[config.mk]
export PLATFORM = sky130hd
export DESIGN_NAME = button_press_decoder
export DESIGN_NICKNAME = d
export VERILOG_FILES = /design/src/rtl/button_press_decoder.sv
export SDC_FILE = /design/constraint.sdc
export NUM_CORES = 1
export LEC_CHECK = 0
export BUFFER_PORTS_ARGS = -buffer_cell sky130_fd_sc_hd__buf_2
export CORE_MARGIN = 2
export CORE_UTILIZATION = 50
export CTS_CLUSTER_DIAMETER = 100
export CTS_CLUSTER_SIZE = 40
export DETAILED_ROUTE_END_ITERATION = 10
export GPL_TIMING_DRIVEN = 0
export PLACE_DENSITY_LB_ADDON = 0.08
export SLEW_MARGIN = 20
export SYNTH_ARGS = -nofsm -noshare
export SYNTH_HDL_FRONTEND = slang
export SYNTH_SLANG_ARGS = --single-unit
[constraint.sdc]
create_clock -name clk_i -period 2.4 [get_ports clk_i]
set_clock_uncertainty 0.15 [all_clocks]
set_input_delay 0.24 -clock clk_i [delete_from_list [all_inputs] [get_ports clk_i]]
set_output_delay 0.24 -clock clk_i [all_outputs]
set_load 0.01 [all_outputs]
[src/rtl/button_press_decoder.sv]
// Pushbutton front end: two-flop synchronizer, debounce filter and press-duration classifier.
// A short press pulses count_up_o on release; a long press pulses count_down_o at the threshold and on each repeat.
module button_press_decoder #(
    parameter int DEBOUNCE_MS     = 20,
    parameter int LONG_MS         = 1000,
    parameter int REPEAT_MS       = 0,
    parameter bit BTN_ACTIVE_HIGH = 1'b1
) (
    input  logic clk_i,
    input  logic rst_n_i,
    input  logic pushbutton_i,
    output logic count_up_o,
    output logic count_down_o,
    output logic pressed_o
);
    localparam int MAX_LR = (LONG_MS > REPEAT_MS) ? LONG_MS : REPEAT_MS;
    localparam int MAX_T  = (MAX_LR > DEBOUNCE_MS) ? MAX_LR : DEBOUNCE_MS;
    localparam int CW     = $clog2(MAX_T + 1);

    localparam logic [CW-1:0] CNT_MAX  = '1;
    localparam logic [CW-1:0] CNT_ONE  = CW'(1);
    localparam logic [CW-1:0] DEB_TGT  = CW'(DEBOUNCE_MS);
    localparam logic [CW-1:0] LONG_TGT = CW'(LONG_MS);
    localparam logic [CW-1:0] REP_TGT  = CW'(REPEAT_MS);
    localparam bit            DEB_ONE  = (DEBOUNCE_MS <= 1);

    typedef enum logic [2:0] {
        IDLE,
        DEB_PRESS,
        SHORT_HELD,
        DEB_REL_SHORT,
        LONG_HELD,
        DEB_REL_LONG
    } state_t;

    state_t        r_state, w_stateNext;
    logic          r_sync1, r_sync2;
    logic          w_btnRaw, w_btnS;
    logic [CW-1:0] r_debCnt, r_holdCnt;
    logic [CW-1:0] w_debNext, w_holdNext, w_debInc, w_holdInc;
    logic          r_up, r_down, r_pressed;
    logic          w_upNext, w_downNext, w_pressedNext;

    assign w_btnRaw  = BTN_ACTIVE_HIGH ? pushbutton_i : ~pushbutton_i;
    assign w_btnS    = r_sync2;
    assign w_debInc  = (r_debCnt == CNT_MAX) ? r_debCnt : r_debCnt + CNT_ONE;
    assign w_holdInc = (r_holdCnt == CNT_MAX) ? r_holdCnt : r_holdCnt + CNT_ONE;

    // Reset loads the released level so a button held through reset needs a full new debounce.
    always_ff @(posedge clk_i or negedge rst_n_i) begin
        if (!rst_n_i) begin
            r_sync1 <= 1'b0;
            r_sync2 <= 1'b0;
        end else begin
            r_sync1 <= w_btnRaw;
            r_sync2 <= r_sync1;
        end
    end

    always_ff @(posedge clk_i or negedge rst_n_i) begin
        if (!rst_n_i) begin
            r_state   <= IDLE;
            r_debCnt  <= '0;
            r_holdCnt <= '0;
            r_up      <= 1'b0;
            r_down    <= 1'b0;
            r_pressed <= 1'b0;
        end else begin
            r_state   <= w_stateNext;
            r_debCnt  <= w_debNext;
            r_holdCnt <= w_holdNext;
            r_up      <= w_upNext;
            r_down    <= w_downNext;
            r_pressed <= w_pressedNext;
        end
    end

    always_comb begin
        w_stateNext   = r_state;
        w_debNext     = r_debCnt;
        w_holdNext    = r_holdCnt;
        w_upNext      = 1'b0;
        w_downNext    = 1'b0;
        w_pressedNext = r_pressed;
        case (r_state)
            IDLE: begin
                if (w_btnS) begin
                    if (DEB_ONE) begin
                        w_stateNext   = SHORT_HELD;
                        w_pressedNext = 1'b1;
                        w_holdNext    = '0;
                    end else begin
                        w_stateNext = DEB_PRESS;
                        w_debNext   = CNT_ONE;
                    end
                end
            end
            DEB_PRESS: begin
                if (!w_btnS) begin
                    w_stateNext = IDLE;
                    w_debNext   = '0;
                end else if (w_debInc == DEB_TGT) begin
                    w_stateNext   = SHORT_HELD;
                    w_pressedNext = 1'b1;
                    w_holdNext    = '0;
                    w_debNext     = '0;
                end else begin
                    w_debNext = w_debInc;
                end
            end
            // Threshold is checked before release so a simultaneous fall still counts as long.
            SHORT_HELD: begin
                if (w_holdInc == LONG_TGT) begin
                    w_downNext = 1'b1;
                    w_holdNext = '0;
                    if (w_btnS) begin
                        w_stateNext = LONG_HELD;
                    end else if (DEB_ONE) begin
                        w_stateNext   = IDLE;
                        w_pressedNext = 1'b0;
                    end else begin
                        w_stateNext = DEB_REL_LONG;
                        w_debNext   = CNT_ONE;
                    end
                end else begin
                    w_holdNext = w_holdInc;
                    if (!w_btnS) begin
                        if (DEB_ONE) begin
                            w_stateNext   = IDLE;
                            w_pressedNext = 1'b0;
                            w_upNext      = 1'b1;
                            w_holdNext    = '0;
                        end else begin
                            w_stateNext = DEB_REL_SHORT;
                            w_debNext   = CNT_ONE;
                        end
                    end
                end
            end
            DEB_REL_SHORT: begin
                if (w_btnS) begin
                    w_stateNext = SHORT_HELD;
                    w_debNext   = '0;
                end else if (w_debInc == DEB_TGT) begin
                    w_stateNext   = IDLE;
                    w_pressedNext = 1'b0;
                    w_upNext      = 1'b1;
                    w_debNext     = '0;
                    w_holdNext    = '0;
                end else begin
                    w_debNext = w_debInc;
                end
            end
            LONG_HELD: begin
                if (REPEAT_MS > 0) begin
                    if (w_holdInc == REP_TGT) begin
                        w_downNext = 1'b1;
                        w_holdNext = '0;
                    end else begin
                        w_holdNext = w_holdInc;
                    end
                end
                if (!w_btnS) begin
                    if (DEB_ONE) begin
                        w_stateNext   = IDLE;
                        w_pressedNext = 1'b0;
                        w_holdNext    = '0;
                    end else begin
                        w_stateNext = DEB_REL_LONG;
                        w_debNext   = CNT_ONE;
                    end
                end
            end
            DEB_REL_LONG: begin
                if (w_btnS) begin
                    w_stateNext = LONG_HELD;
                    w_debNext   = '0;
                end else if (w_debInc == DEB_TGT) begin
                    w_stateNext   = IDLE;
                    w_pressedNext = 1'b0;
                    w_debNext     = '0;
                    w_holdNext    = '0;
                end else begin
                    w_debNext = w_debInc;
                end
            end
            default: begin
                w_stateNext   = IDLE;
                w_debNext     = '0;
                w_holdNext    = '0;
                w_pressedNext = 1'b0;
            end
        endcase
    end

    assign count_up_o   = r_up;
    assign count_down_o = r_down;
    assign pressed_o    = r_pressed;
endmodule
==> impl_metrics.ini, run 1 <==
[cells_and_area]
seqCellArea_um2 = 706.9
drive_gt1_share_pct = 24.51
num_antenna_cells = 0
multiInputGateArea_um2 = 1368
fin_nets = 263
syn_to_final_growth_pct = 17.54
nFillCells = 353

[worst_setup_path]
endpoint_kind = register
slowest_stage = dfrtp_2
crit_fanout = 9
path_buf_inv = 2
max_stage_delay_ps = 450
required_ps = 2400
cp_top_family = compound AO/OA/AOI/OAI gates
startpoint = r_debCnt[1]
arrival_ps = 2360
crit_chain = ha_4 -> and4_4 -> buf_8 -> a21o_1 -> a221oi_4 -> buf_12 -> nand3_4 -> o22ai_4 -> a21oi_1
path_class = register to register
r2r_slack_ps = 50
critPathLaunchType = register
r2r-start = r_debCnt[1]

[route]
wl_met3_um = 112
detail-route-antenna-nets = 0
wl_mm = 4.861
drt_pass1_iterations = 4
drc = 0
drtIter0Drc = 119
vias = 1873
met1Wirelength_mm = 2.277
wl_met2_mm = 2.402
wl_per_cell_um = 15.83
top_layer_used = met4
vias_per_cell = 6.101

[yosys]
synth_top_area_share_pct = 33.76
synth_fp_nets = 243
syn_area_per_cell_um2 = 8.722
syn-cell-area_um2 = 2076
synth_common_cells = dfrtp_1 (28), a21oi_1 (22), nand2_1 (19)
ys_types = 69
synth_edf_count = 0
async_reset_ff_share_pct = 100.0
ys_seq_area_share_pct = 33.76
synth-warning-count = 0
synth_most_common_cell = dfrtp_1
synth_area_leader_cell = dfrtp_1
ys_ff_latch = 28
synth_cells = 238
synthFlopType = dfrtp_1
synth_area_leaders = dfrtp_1 (34%), a21oi_1 (5.3%), a31oi_1 (3.6%)

[clock_tree]
cts_buffers = 3
h-tree-depth = 1
cts_tree = built
cts_root_buffer = clkbuf_8
cts_sinks = 28
path_clk_slew_ps = 100
max-clock-path-buffers = 2
clock_latency_ps = 280

[sta]
min_period_over_period_pct = 98.06
maxSlewHeadroom_pct = 55.91
timing.fmax_mhz = 424.9
worstMarginPinSlew_ps = 661.3
hold_viol = 0
period_needed_ps = 2353
fin_ws_ps = 46.65
slew_viol_final = 0
rsz0062_at_grt = yes
finalSetupViolCount = 0

[placement]
place_ws_ps = -201.7
dp_hpwl_mm = 3.257
gp_congestion = 0.8639
port_buffers = 5

[floorplanning]
chipHeight_um = 68.43
num_rows = 23
ios = 6
core_um2 = 4000
start_util_pct = 51.89
die_area_um2 = 4683
die_width_um = 68.43

[hold_path]
holdCritStartpoint = r_sync1
hp-class = register to register

[power]
p_leak_uw = 0.001016
powerDensity_nw_per_um2 = 382.1
ir_drop_mv = 0.2134
p_total_uw = 932.1

[run]
max-cap-violations = 0

[global_routing]
overflow = 0
first_global_vias = 1726
grt_max_degree = 29
grt_pass1_wl_mm = 8.004
grt_use_total_pct = 22.59
antenna_found_initial = 0

[run_status]
status = complete, no violations
-- per-stage QoR --
| step | hold slack (ps) | std cells | setup TNS (ps) | util (%) | instance area (um^2) |
|---|---|---|---|---|---|
| 4_1_cts | 221.7 | 301 | 0 | 59.06 | 2362 |
| 6_report | 216.4 | 307 | 0 | 60.99 | 2440 |
| 2_1_floorplan | -205.6 | 238 | 0 | - | 2076 |
| 3_5_place_dp | 166.4 | 293 | -1608 | 54.08 | 2163 |
| 3_3_place_gp | 151.9 | 293 | -1774 | 54.08 | 2163 |
| 5_1_grt | 235.2 | 307 | -97.22 | 60.99 | 2440 |
-- what timing repair did --
item | in CTS | in global routing
pin swaps | 2 | 9
setup endpoints to repair | 13 | 11
gates cloned | 0 | 1
gates resized for setup | 13 | 7
hold buffers | 2 | 0
endpoints found under the hold margin | 29 | 0
buffers inserted | 2 | 5
-- area by class of cell --
class	count	share of cell area [%]
Clock buffer	3	1.692
Clock inverter	1	1.231
Tap cell	50	2.564
Inverter	7	1.077
Timing Repair Buffer	15	4.718
Multi-Input combinational cell	189	56.05
Buffer	14	3.692
Sequential cell	28	28.97
-- cells by family after synthesis --
family,count (synthesis),share of synthesized area [%]
AND/OR/NAND/NOR,102,30.02
flip-flops,28,33.76
buffers and inverters,21,5.605
adder cells (fa/ha/maj),2,1.205
AO/OA/AOI/OAI,78,26.04
XOR/XNOR,5,2.110
multiplexers,2,1.266
-- registers in the layout (all words and copies together), names as in the netlist --
signal,count
r_sync2,1
count_up_o,1
r_debCnt,10
r_sync1,1
r_state,3
count_down_o,1
pressed_o,1
r_holdCnt,10
-- report_power, final --
part           total, uW  leakage (uW)  switching, uW  internal [uW]
clock network        380     0.0000357            156            224
logic               67.5      0.000607           39.2           28.3
registers            485      0.000373           6.79            478
-- path summary, 6_finish.rpt --
check / depth (start not counted) / endpoint
worst max-delay path: 9 / r_holdCnt[3]
worst min-delay path: 0 / r_sync2
worst max register to register: 9 / r_holdCnt[3]
worst min register to register: 0 / r_sync2
max in group asynchronous: 2 / r_holdCnt[3]
min in group asynchronous: 2 / r_holdCnt[2]
-- layer usage --
metal | vias to the layer above | track usage [%]
met2 | 24 | 39.78
met5 | - | 0
met3 | 7 | 2.138
met1 | 903 | 29.03
li1 | 939 | -
met4 | 0 | 6.750
-- placed cells by master (no fill, tap or decap), types with 7 or more instances in the layout --
cell type  count
dfrtp_1       23
a21oi_1       22
a31oi_1       12
nor2b_1        9
nor2_1        13
buf_4          8
nand2_1       19
nand3_1       12
buf_2          9
o21ai_0       10
nor3_1         7
Note: power is estimated with default switching activity, not from simulation.
==> run 2: changes to the inputs <==
--- a/config.mk
+++ b/config.mk
@@ -5,6 +5,7 @@
 export SDC_FILE = /design/constraint.sdc
 export NUM_CORES = 1
 export LEC_CHECK = 0
+export ABC_AREA = 1
 export BUFFER_PORTS_ARGS = -buffer_cell sky130_fd_sc_hd__buf_2
 export CORE_MARGIN = 2
 export CORE_UTILIZATION = 50
==> impl_metrics.ini, run 2 <==
[yosys]
synth_most_common_cell = nand2_1
synth_top_area_share_pct = 35.74
ys_ff_latch = 28
synth_area_leader_cell = dfrtp_1
yosys.area_share.simple_pct = 41.93
synth_cells = 272
synth_common_cells = nand2_1 (89), inv_1 (37), dfrtp_1 (28)
synth_top_family_by_area = simple AND/OR/NAND/NOR gates
synthAdderAreaFrac_pct = 1.276
synth_fp_nets = 277
synthXorXnorAreaFrac_pct = 2.234
synth-compound-area-share_pct = 10.59
ys_seq_area_share_pct = 35.74
synthFlopType = dfrtp_1
synthMuxAreaShare_pct = 0
synth_area_leaders = dfrtp_1 (36%), nand2_1 (17%), inv_1 (7.1%)
synth-warning-count = 0
synth_edf_count = 0
ys_types = 32
syn_area_per_cell_um2 = 7.208
syn-cell-area_um2 = 1961
async_reset_ff_share_pct = 100.0

[sta]
finalSetupViolCount = 0
slew_viol_final = 0
min_period_over_period_pct = 96.14
period_needed_ps = 2307
maxSlewHeadroom_pct = 57.85
timing.fmax_mhz = 433.4
worstMarginPinSlew_ps = 632.2
whs_ps = 213.1
hold_viol = 0

[worst_setup_path]
path_class = register to register
endpoint_kind = register
required_ps = 2400
critPathLaunchType = register
crit_fanout = 6
arrival_ps = 2310

[route]
vias = 1811
wl_per_cell_um = 13.28
drc = 0
wl_mm = 4.567
detail-route-antenna-nets = 0
vias_per_cell = 5.265
drtIter0Drc = 160
drt_pass1_iterations = 4

[power]
p_seq_share_pct = 33.7
switchingPower_uw = 794.2
power_frac_comb_pct = 51.6
p_leak_uw = 0.001122
p_total_uw = 1798
switching_share_pct = 44.17
p_clk_share_pct = 14.7
internal_power_uw = 1004
ir_drop_mv = 0.7158
powerDensity_nw_per_um2 = 793.5

[clock_tree]
clock_latency_ps = 280
path_clk_slew_ps = 100
cts_tree = built
cts_buffers = 3
cts_sinks = 28
max-clock-path-buffers = 2
h-tree-depth = 1
cts_root_buffer = clkbuf_8

[placement]
dp_hpwl_mm = 3.162
placed_cells = 325
gp_congestion = 0.9235
place_area_um2 = 2046
port_buffers = 5

[cells_and_area]
final_area_um2 = 2266
drive_gt1_share_pct = 20.61
stdcell_count = 344
nFillCells = 361
num_antenna_cells = 0
syn_to_final_growth_pct = 15.57
final_cell_mix = nand2_1 (85), inv_1 (37), dfrtp_1 (27)
layout_commonest_cell = nand2_1
postLayoutCoreUtil_pct = 60.98
fin_nets = 303
top_regs = r_debCnt (10), r_holdCnt (10), r_state (3)

[global_routing]
overflow = 0
first_global_vias = 1585
antenna_found_initial = 0
grt_pass1_wl_mm = 7.203
grt_max_degree = 29
grt_use_total_pct = 21.20

[floorplanning]
chipHeight_um = 66.62
core_um2 = 3716
start_util_pct = 52.76
num_rows = 22
die_area_um2 = 4438
die_width_um = 66.62
ios = 6

[run]
max-cap-violations = 0

[run_status]
status = complete, no violations

[hold_path]
hp-class = register to register
==> run 2: cell count changes after synthesis, moves of 8 or more <==
cell / change
inv_1: +31
a31oi_1: -12
o21ai_1: +8
nand2_1: +70
nor2b_1: -9
a21oi_1: -19
==> run 2: worst paths after layout <==
path	cells after the start	from	to	slack (ps)
hold / removal	0	r_sync1	r_sync2	210
setup reg to reg	14	r_debCnt[0]	r_holdCnt[0]	90
max in group asynchronous	2	rst_n_i	r_holdCnt[0]	1290
setup / recovery	14	r_debCnt[0]	r_holdCnt[0]	90
hold reg to reg	0	r_sync1	r_sync2	210
min in group asynchronous	2	rst_n_i	r_debCnt[7]	360
==> run 2: repair_timing <==
| action | 4_1_cts | 5_1_grt |
|---|---|---|
| setup buffers | 0 | 13 |
| gates resized for setup | 0 | 13 |
| endpoints found under the hold margin | 29 | 0 |
| hold buffers | 2 | 0 |
| setup endpoints to repair | 0 | 13 |
==> run 2: stage by stage <==
| step | setup slack [ps] | TNS, ps |
|---|---|---|
| floorplan | 421.5 | 0 |
| global placement | 112.0 | 0 |
| detailed placement | 102.9 | 0 |
| CTS | 76.79 | 0 |
| global route | -16.10 | -33.58 |
| finish | 92.73 | 0 |
==> run 2: worst max-delay path, stage by stage (launching register included) <==
cell     delay (ps)
dfrtp_1         400
ha_2            200
nand2_2          70
nor2_4          200
nand2_4         100
nor2_8          150
nand2_2          60
o21ai_2          70
nand2_2          90
nor2_4          140
nand2_4         100
o21ai_4         120
nand3_4         160
nand2_1          90
o21ai_1          60
==> run 2: kinds of logic (layout without fill, tap and decap cells) <==
family,Yosys count,after routing
buf+inv,43,66
flops,28,28
compound gates,34,34
xor+xnor,5,5
simple gates,160,161
fa+ha+maj,2,2
==> run 2: metal layers <==
layer  wire length (um)  global-route usage, %  vias up
li1                   -                      -      930
met1               2365                  32.30      834
met2               1987                  31.13       45
met3                194                  3.041        2
met4                 19                  5.867        0
met5                  0                      0        -
==> run 2: final cells by class <==
| type | instances | area (um^2) | area share [%] |
|---|---|---|---|
| Buffer | 2 | 7.507 | 0.3313 |
| Clock buffer | 3 | 41.29 | 1.822 |
| Inverter | 41 | 153.9 | 6.792 |
| Multi-Input combinational cell | 202 | 1159 | 51.13 |
| Sequential cell | 28 | 701.9 | 30.98 |
| Tap cell | 48 | 60.06 | 2.650 |
| Timing Repair Buffer | 20 | 142.6 | 6.295 |
==> run 2: power groups by stage <==
stage,registers (uW),clock network [uW],logic [uW]
floorplan,607,0,578
global placement,616,0,724
detailed placement,618,0,730
CTS,609,269,737
global route,614,289,1030
finish,606,264,928
